<file path="config.mk">
export PLATFORM = sky130hd
export DESIGN_NAME = bcd_score_engine
export DESIGN_NICKNAME = d
export VERILOG_FILES = /design/src/rtl/bcd_score_engine.sv
export SDC_FILE = /design/constraint.sdc
export NUM_CORES = 1
export LEC_CHECK = 0
export CORE_ASPECT_RATIO = 1.2
export CORE_MARGIN = 3
export CORE_UTILIZATION = 55
export DETAILED_ROUTE_END_ITERATION = 8
export HOLD_SLACK_MARGIN = 0.03
export PLACE_DENSITY = 0.79
export SETUP_SLACK_MARGIN = 0.15
export SYNTH_ARGS = -nofsm -noshare
export SYNTH_HDL_FRONTEND = slang
export SYNTH_SLANG_ARGS = --single-unit
</file>
<file path="constraint.sdc">
create_clock -name clk -period 3.87 [get_ports clk]
set_input_delay 0.774 -clock clk [delete_from_list [all_inputs] [get_ports clk]]
set_output_delay 0.774 -clock clk [all_outputs]
set_load 0.005 [all_outputs]
</file>
<file path="src/rtl/bcd_score_engine.sv">
// BCD score/high-score keeper: signed BCD deltas are applied digit-serially, one digit per clock.
// Latency NUM_DIGITS+2 cycles per op; op_ready stays low from accept until the commit cycle completes.
module bcd_score_engine #(
    parameter int NUM_DIGITS = 3,
    parameter bit SATURATE   = 1'b1
) (
    input  logic                    clk,
    input  logic                    rst_n,
    input  logic                    clear,
    input  logic                    clear_high,
    input  logic                    op_valid,
    input  logic                    op_sub,
    input  logic [3:0]              op_delta,
    output logic                    op_ready,
    output logic [4*NUM_DIGITS-1:0] score_bcd,
    output logic [4*NUM_DIGITS-1:0] high_bcd,
    output logic                    new_high,
    output logic                    ovf
);

    localparam int W  = 4 * NUM_DIGITS;
    localparam int IW = (NUM_DIGITS > 1) ? $clog2(NUM_DIGITS) : 1;
    localparam logic [IW-1:0] LAST  = IW'(NUM_DIGITS - 1);
    localparam logic [W-1:0]  NINES = {NUM_DIGITS{4'h9}};

    typedef enum logic [1:0] {IDLE, DIGIT, COMMIT} state_t;

    state_t         state, state_nxt;
    logic [IW-1:0]  idx;
    logic           carry;
    logic [W-1:0]   work;
    logic           sub_q;
    logic [3:0]     delta_q;
    logic           accept;

    logic [3:0]     cur, addend, dig_res;
    logic [4:0]     sum, need;
    logic           carry_res;
    logic [W-1:0]   committed;

    always_comb begin
        state_nxt = state;
        op_ready  = (state == IDLE) && !clear;
        accept    = op_valid && op_ready;
        case (state)
            IDLE:    if (accept) state_nxt = DIGIT;
            DIGIT:   if (idx == LAST) state_nxt = COMMIT;
            COMMIT:  state_nxt = IDLE;
            default: state_nxt = IDLE;
        endcase
        if (clear) state_nxt = IDLE;
    end

    // One digit of the add/subtract; carry doubles as borrow when sub_q is set.
    always_comb begin
        cur = 4'd0;
        for (int i = 0; i < NUM_DIGITS; i++) begin
            if (idx == IW'(i)) cur = work[4*i +: 4];
        end
        addend    = (idx == '0) ? delta_q : 4'd0;
        sum       = {1'b0, cur} + {1'b0, addend} + {4'd0, carry};
        need      = {1'b0, addend} + {4'd0, carry};
        dig_res   = 4'd0;
        carry_res = 1'b0;
        if (!sub_q) begin
            if (sum > 5'd9) begin
                dig_res   = 4'(sum - 5'd10);
                carry_res = 1'b1;
            end else begin
                dig_res = sum[3:0];
            end
        end else begin
            if ({1'b0, cur} >= need) begin
                dig_res = 4'({1'b0, cur} - need);
            end else begin
                dig_res   = 4'({1'b0, cur} + 5'd10 - need);
                carry_res = 1'b1;
            end
        end
    end

    always_comb begin
        committed = work;
        if (carry && SATURATE) committed = sub_q ? '0 : NINES;
    end

    always_ff @(posedge clk) begin
        if (!rst_n) begin
            state     <= IDLE;
            idx       <= '0;
            carry     <= 1'b0;
            work      <= '0;
            sub_q     <= 1'b0;
            delta_q   <= 4'd0;
            score_bcd <= '0;
            high_bcd  <= '0;
            new_high  <= 1'b0;
            ovf       <= 1'b0;
        end else begin
            new_high <= 1'b0;
            state    <= state_nxt;
            if (clear_high) high_bcd <= '0;
            if (clear) begin
                score_bcd <= '0;
                ovf       <= 1'b0;
            end else begin
                case (state)
                    IDLE: begin
                        if (accept) begin
                            sub_q   <= op_sub;
                            delta_q <= (op_delta > 4'd9) ? 4'd9 : op_delta;
                            work    <= score_bcd;
                            idx     <= '0;
                            carry   <= 1'b0;
                        end
                    end
                    DIGIT: begin
                        for (int i = 0; i < NUM_DIGITS; i++) begin
                            if (idx == IW'(i)) work[4*i +: 4] <= dig_res;
                        end
                        carry <= carry_res;
                        idx   <= idx + IW'(1);
                    end
                    COMMIT: begin
                        score_bcd <= committed;
                        if (carry && !sub_q) ovf <= 1'b1;
                        // A concurrent clear_high wins over a new record.
                        if (!clear_high && (committed > high_bcd)) begin
                            high_bcd <= committed;
                            new_high <= 1'b1;
                        end
                    end
                    default: ;
                endcase
            end
        end
    end

endmodule

</file>
* Yosys cells after proc, flatten, opt, wreduce, memory -nomap -nowiden
Cells that the tools add are included.
** Word-level totals
- Flip-flop bits (word level) :: 48
- Bits of input ports :: 10
- Output and inout port bits :: 27
** Operators by class
- Reductions and logical operators :: 19
- Magnitude comparators :: 4
- Muxes and demuxes :: 30
- Add/sub/neg operators :: 8
- Equality and inequality tests :: 8
- Bitwise logic cells :: 3
** Operator list (count)
- 12-bit 2-to-1 mux :: 7
- 4-bit 2-to-1 mux :: 11
- 12-bit one-hot mux with 2 select lines :: 1
- 12-bit > comparator :: 1
- 4-bit AND reduction :: 3
- 2-bit != test (second input constant) :: 4
- 2-bit one-hot mux with 2 select lines :: 2
- 4-bit subtractor :: 2
- 2-bit 2-to-1 mux :: 3
- 3-bit AND reduction :: 2
- 4-bit by 1-bit adder with 5-bit output :: 1
- 4-bit by 4-bit adder with 5-bit output :: 1
- 5-bit by 1-bit adder with 5-bit output :: 1
- 4-bit by 5-bit greater-or-equal comparator with 1-bit output :: 1
- 5-bit by 4-bit > comparator with 1-bit output (second input constant) :: 1
- 1-bit 2-to-1 mux :: 5
- 4-bit adder (second input constant) :: 1
- 2-bit by 1-bit equality test with 1-bit output (second input constant) :: 2
- 2-bit equality test (second input constant) :: 2
- 4-bit > comparator (second input constant) :: 1
- 1-bit logical AND :: 4
- 2-bit zero test :: 2
- 2-bit AND reduction :: 2
- 4-bit subtractor (second input constant) :: 1
- other kinds (7) :: 11

* Longest topological paths before layout
Gate-level depths: netlist of the first run.
- Depth in word-level cells :: 11
- Depth in mapped cells :: 18
- Depth with buffers taken out :: 17

* Worst setup path before layout of the first run
No wires, ideal clock.
- Kind :: reg-to-reg
- Start :: register idx[0]
- End :: register work[6]
- Path slack :: 0.415 ns
- Stages on the path, launching flop included :: 19
- Library setup time :: 0.122 ns
- Period minus slack after synthesis :: 3.455 ns
- Arrival time :: 3.334 ns
- Cell sequence :: dfxtp_1 > inv_1 > ha_1 > clkbuf_1 > nand2_1 > nor2_1 > a21oi_1 > nor2_1 > a21oi_1 > fa_1 > inv_1 > fa_1 > xnor2_1 > ha_1 > a22oi_1 > a31oi_4 > nor2b_1 > a211oi_2 > o311a_1
** Between the ends
- Word-level cells in the longest chain between the ends :: 11
- Elaborated cells on any way between the ends :: 23
- Classes of those cells :: 7 x add/sub; 2 x order compare; 3 x eq/ne; 9 x mux; 2 x reduce/logical
** Ends and longest elaborated chain
- from (decl) :: RTL line 29 : logic [IW-1:0] idx;
- from (signal assigned) :: RTL line 122 : idx <= idx + IW'(1);
- 2-bit zero test :: RTL line 58, 60
- 4-bit 2-to-1 mux (3 in a row) :: RTL line 58 : if (idx == IW'(i)) cur = work[4*i +: 4];
- 4-bit by 4-bit adder with 5-bit output :: RTL line 61 : sum = {1'b0, cur} + {1'b0, addend} + {4'd0, carry};
- 5-bit by 1-bit adder with 5-bit output :: RTL line 61
- 4-bit subtractor or 5-bit by 4-bit > comparator with 1-bit output (tied branches) :: RTL line 67, 66
- 4-bit 2-to-1 mux :: RTL line 66 : if (sum > 5'd9) begin
- 4-bit 2-to-1 mux :: RTL line 65 : if (!sub_q) begin
- 4-bit 2-to-1 mux :: RTL line 119 : if (idx == IW'(i)) work[4*i +: 4] <= dig_res;
- 12-bit one-hot mux with 2 select lines :: RTL line 107 : case (state)
- to (signal assigned) :: RTL line 112 : work <= score_bcd;
- to (signal, indexed assignment) :: RTL line 119
- to (decl) :: RTL line 31 : logic [W-1:0] work;
Several ways; a longest one is shown, not always the timed one. The select of a mux whose other input is x is not followed.
A chain may end at the register's enable or synchronous reset.

* Worst setup path after layout of the first run
- Start :: register idx[1]
- End :: register work[7]
Same word-level chain as after synthesis.

==> results.yml, run 1 <==
logic_synthesis:
  synth-seq-cells: 48
  ys_types: 51
  ys.flop_type: "dfxtp_1"
  synth_edf_count: 0
  syn_area_mm2: 0.00311
  ys_seq_area_frac: 0.309
  yosys_warnings: 0
  postSynthCellCount: 394
  synthArstFlopShare: 0
  syn_nets: 435
  syn_area_per_cell_um2: 7.89
worst_setup_path:
  r2r-start: "idx[1]"
  r2r_setup_slack_ns: 0.43
  reg2reg_to: "work[7]"
  critPathCaptureType: "flip-flop"
  worst-setup-path-type: "flip-flop to flip-flop"
  crit_path_start: "idx[1]"
  reg2reg_depth: 16
  crit_fanout: 10
  worstPathArrival_ns: 3.67
  worstPathRequired_ns: 4.10
  cp-start-kind: "flip-flop"
placed_design:
  placed_cells: 480
  hpwl_um: 6140
  gp_congestion: 0.866
  io_buffers: 36
cts:
  htreeDepth: 2
  cts_hold_buffers: 0
  cts_tree: "built"
  cts_buffers: 5
  clkTransAtPathRegs_ns: 0.09
  root_buffer: "clkbuf_8"
  clock_path_buffers: 2
  cts.sinks: 48
  clock_latency_ns: 0.31
detailed_routing:
  antenna_left: 0
  routed-via-count: 2867
  drt_iter0_markers: 158
  drcViolationCount: 0
  drtPass1Iterations: 4
  routed_wirelength_um: 7900
  vias_per_cell: 5.86
  routedWlPerCell_um: 16.2
cells_and_area:
  final_common_cell: "nand2_1"
  fillers: 457
  antenna_cells: 0
  fin_cells: 489
  final_cell_mix: "nand2_1, dfxtp_1, clkdlybuf4s50_1"
  nets: 468
  area_growth_pct: 17.2
  drive_gt1_frac: 0.0726
grt:
  first_global_vias: 2946
  grt_start_max_net_pins: 16
  antenna_found_initial: 0
  grt-ovfl-total: 0
  grt_pass1_wl_um: 13300
  gr-usage-all-layers: 0.258
sta:
  fin_setup_tns_ns: 0
  period_share: 0.889
  rsz0062_at_grt: "false"
  drv_slew: 0
  hold_viol_final: 0
  slew_headroom: 0.361
  setup_viol: 0
  finClkSkew_ns: 0.00838
  worst_pin_slew_ns: 0.958
  max_freq_ghz: 0.291
  min_period_ns: 3.44
job:
  maxCapViolCount: 0
worst_hold_path:
  hold_path_startpoint: "score_bcd[2]"
  whs_path_depth: 2
  worstHoldPathType: "flip-flop to flip-flop"
  min_to: "score_bcd[2]"
floorplanning:
  die-width_um: 74.6
  core-area_mm2: 0.00537
  start_util: 0.579
  fp.dieH_um: 88.3
  dieArea_mm2: 0.00659
  pin_count: 37
  fp-row-count: 29
power:
  max-vdd-ir-drop_mv: 0.231
  leakagePower_nw: 1.45
  p_per_area_mw_per_mm2: 273
run_status:
  status: "finished clean"
[state kept, by name, summed over array words and instances, names as in the netlist, 2 cells and up]
| signal | count |
|---|---|
| delta_q | 4 |
| high_bcd | 12 |
| idx | 2 |
| score_bcd | 12 |
| state | 2 |
| work | 12 |
[per-stage QoR]
step	total power (W)	instance area, µm²	utilization	setup WS [ns]	hold WS (ns)
after floorplan	0.000650	3110	-	0.415	0.444
after global placement	0.000698	3520	0.655	0.454	0.461
after detailed placement	0.000704	3520	0.655	0.273	0.466
after CTS	0.000990	3600	0.670	0.248	0.481
after global routing	0.00103	3640	0.678	0.163	0.500
final	0.000995	3640	0.678	0.429	0.484
[repair_timing]
item,in CTS,in global routing
endpoints found under the setup margin,0,10
setup buffers,0,2
gates resized for setup,0,6
[worst max-delay path, stage by stage, from the launching register on]
cell and delay, ns:
dfxtp_1 0.37, inv_1 0.10, ha_1 0.20, buf_4 0.17, nand2_1 0.11, inv_1 0.05, ha_1 0.19, ha_1 0.32
ha_1 0.32, inv_1 0.05, ha_1 0.20, fa_1 0.40, a21oi_1 0.18, a311oi_1 0.07, a211o_1 0.28, o311a_1 0.16
a31oi_1 0.19
[power breakdown]
| group | leakage (nW) | switching, W | internal (W) |
|---|---|---|---|
| sequential | 0.389 | 0.0000101 | 0.000502 |
| combinational | 1.02 | 0.000105 | 0.0000834 |
| clock | 0.0400 | 0.000172 | 0.000123 |
[cells in the mapped netlist (all sizes together), types with 9 or more instances]
cell type / instances / share of area
nand2b: 10 / 0.020
a21oi: 29 / 0.047
ha: 27 / 0.11
nand3: 20 / 0.032
nand2: 53 / 0.064
nor3: 12 / 0.021
dfxtp: 48 / 0.31
and2: 9 / 0.018
nor2: 32 / 0.039
a21o: 12 / 0.029
a21boi: 11 / 0.027
inv: 26 / 0.031
clkbuf: 14 / 0.017
o21ai: 13 / 0.021
nor2b: 13 / 0.027
[layer usage]
metal	vias up	share of wire	global-route usage	wire length, µm
met5	-	0	0	0
met4	0	0.027	0.108	210
met3	20	0.047	0.0466	372
met2	75	0.52	0.479	4080
met1	1342	0.41	0.281	3240
li1	1430	-	-	-
[worst max path at each step]
stage,end,slack [ns],cells past startpoint
2_1_floorplan,work[6],0.41,18
3_3_place_gp,work[6],0.45,16
3_5_place_dp,work[10],0.27,16
4_1_cts,work[6],0.25,16
5_1_grt,work[10],0.16,17
6_report,work[7],0.43,16
[kinds of logic (layout without fill, tap and decap cells)]
| kind of cell | after synthesis | in the layout | synth area share |
|---|---|---|---|
| compound gates | 97 | 97 | 0.218 |
| xor+xnor | 6 | 6 | 0.0169 |
| fa+ha+maj | 31 | 31 | 0.134 |
| buf+inv | 46 | 79 | 0.0588 |
| flops | 48 | 48 | 0.309 |
| mux | 2 | 2 | 0.00684 |
| simple gates | 164 | 164 | 0.256 |
[cell type report]
class                   count  area (µm²)  share of cell area
clock buffers               5        68.8              0.0189
multi-input cells         300        1990               0.547
inverters                  27         101              0.0278
flip-flops and latches     48         962               0.264
repair buffers             45         428               0.117
well taps                  62        77.6              0.0213
clock inverters             2        12.5             0.00343
No activity file was read; power rests on OpenSTA's default activity.
==> run 2, diff against run 1 <==
--- a/config.mk
+++ b/config.mk
@@ -11,7 +11,7 @@
 export DETAILED_ROUTE_END_ITERATION = 8
 export HOLD_SLACK_MARGIN = 0.03
 export PLACE_DENSITY = 0.79
-export SETUP_SLACK_MARGIN = 0.15
+export SETUP_SLACK_MARGIN = 0.4
 export SYNTH_ARGS = -nofsm -noshare
 export SYNTH_HDL_FRONTEND = slang
 export SYNTH_SLANG_ARGS = --single-unit
==> run 2 against run 1 <==
Against the previous run:
- first-iteration DRC count down 23%
- routed wire length up 1.3%
- utilization up 0.79 points
- via count down 0.14%
- worst setup slack better by 0.13 ns
- hold slack worse by 0.0015 ns
- final cell count unchanged
- clock skew about the same
- critical endpoint unchanged
- highest routed layer unchanged
==> results.yml, run 2 (synthesis results as in run 1) <==
floorplanning:
  dieArea_mm2: 0.00659
  core-area_mm2: 0.00537
  die-width_um: 74.6
  start_util: 0.579
  fp.dieH_um: 88.3
  pin_count: 37
  fp-row-count: 29
cells_and_area:
  final_common_cell: "nand2_1"
  area_growth_pct: 18.6
  reg.largest.list: "high_bcd x12, score_bcd x12, work x12"
  antenna_cells: 0
  drive_gt1_frac: 0.0984
  seqCellArea_um2: 966
  multi_input_area_mm2: 0.00203
  utilization: 0.686
  final_cell_mix: "nand2_1, dfxtp_1, clkdlybuf4s50_1"
  fillers: 453
  nets: 468
placed_design:
  hpwl_um: 6140
  gp_congestion: 0.866
  place_ws_ns: 0.273
  io_buffers: 36
cts:
  clock_path_buffers: 2
  clkTransAtPathRegs_ns: 0.09
  htreeDepth: 2
  cts_tree: "built"
  clock_latency_ns: 0.30
  cts_buffers: 5
  root_buffer: "clkbuf_8"
  cts.sinks: 48
worst_setup_path:
  reg2reg_depth: 16
  worst-setup-path-type: "flip-flop to flip-flop"
  worstPathArrival_ns: 3.54
  r2r_setup_slack_ns: 0.56
  reg2reg_to: "work[7]"
  worstPathRequired_ns: 4.10
  crit_fanout: 10
  r2r-start: "idx[0]"
  critPathCaptureType: "flip-flop"
  cp-start-kind: "flip-flop"
run_status:
  status: "finished clean"
sta:
  worst_pin_slew_ns: 0.967
  setup_ws_ns: 0.556
  hold_slack_ns: 0.482
  drv_slew: 0
  period_share: 0.856
  finClkSkew_ns: 0.00816
  setup_viol: 0
  fin_setup_tns_ns: 0
  max_freq_ghz: 0.302
  min_period_ns: 3.31
  hold_viol_final: 0
  rsz0062_at_grt: "true"
  slew_headroom: 0.356
detailed_routing:
  drt_iter0_markers: 121
  routed_wirelength_um: 8000
  drcViolationCount: 0
  drtPass1Iterations: 4
  vias_per_cell: 5.85
  routedWlPerCell_um: 16.4
  antenna_left: 0
  routed-via-count: 2863
power:
  comb_power_share: 0.194
  p_sw_frac: 0.288
  clkPwrFrac: 0.293
  p_per_area_mw_per_mm2: 270
  seqPwrFrac: 0.513
  p_sw_w: 0.000287
  p_int_w: 0.000709
  max-vdd-ir-drop_mv: 0.228
  leakagePower_nw: 1.45
grt:
  grt-ovfl-total: 0
  first_global_vias: 2957
  grt_start_max_net_pins: 16
  grt_pass1_wl_um: 13300
  gr-usage-all-layers: 0.258
  antenna_found_initial: 0
job:
  maxCapViolCount: 0
worst_hold_path:
  hold_path_startpoint: "score_bcd[6]"
  worstHoldPathType: "flip-flop to flip-flop"
  whs_path_depth: 2
  min_to: "score_bcd[6]"
## run 2: cell types whose count changed in the layout (fill, tap and decap cells not counted), moves of 2 or more
cell and change:
fa_1 -3, fa_2 +3, a21oi_1 -2, a21oi_2 +2
ha_1 -2, ha_2 +2
## run 2: repair_timing
| item | 4_1_cts | 5_1_grt |
|---|---|---|
| buffers inserted | 0 | 2 |
| resized for setup | 4 | 14 |
| hold endpoints to repair | 0 | 0 |
| setup endpoints to repair | 6 | 10 |
| pin swaps | 0 | 4 |
| hold buffers | 0 | 0 |
## run 2: per-stage QoR
stage               instance area (µm²)  cells  total power [W]
floorplan                          3110    394         0.000650
global placement                   3520    480         0.000698
detailed placement                 3520    480         0.000704
CTS                                3620    487         0.000993
global route                       3690    489          0.00104
finish                             3690    489         0.000997
## run 2: cell type report
type / count / area share
Multi-Input combinational cell: 300 / 0.551
Sequential cell: 48 / 0.262
Clock inverter: 2 / 0.00339
Inverter: 27 / 0.0275
Timing Repair Buffer: 45 / 0.116
Tap cell: 62 / 0.0210
Clock buffer: 5 / 0.0187
## run 2: power groups by stage
stage               sequential (W)  combinational (W)  clock [W]
finish                    0.000512           0.000193   0.000292
global route              0.000513           0.000213   0.000313
floorplan                 0.000517           0.000132          0
global placement          0.000523           0.000175          0
detailed placement        0.000523           0.000181          0
CTS                       0.000512           0.000185   0.000297
## run 2: worst max-delay path, stage by stage, from the launching register on
cell and delay, ns:
dfxtp_4 0.38, inv_1 0.06, ha_1 0.21, buf_4 0.17, nand2_1 0.11, inv_1 0.05, ha_1 0.19, ha_1 0.32
ha_1 0.32, inv_1 0.05, ha_1 0.20, fa_2 0.36, a21oi_2 0.14, a311oi_1 0.07, a211o_1 0.30, o311a_4 0.14
a31oi_1 0.17
## run 2: how the worst max path moves through the flow
stage | slack, ns | to | depth (start not counted) | from
floorplan | 0.41 | work[6] | 18 | idx[0]
global placement | 0.45 | work[6] | 16 | idx[1]
detailed placement | 0.27 | work[10] | 16 | idx[1]
CTS | 0.45 | work[7] | 16 | idx[0]
global route | 0.38 | work[10] | 16 | idx[1]
finish | 0.56 | work[7] | 16 | idx[0]
## run 2: per-layer routing
metal / track usage / vias to the layer above / part of all wire
met5: 0 / - / 0
li1: - / 1429 / -
met4: 0.108 / 0 / 0.027
met1: 0.279 / 1338 / 0.41
met3: 0.0466 / 20 / 0.042
met2: 0.483 / 76 / 0.52
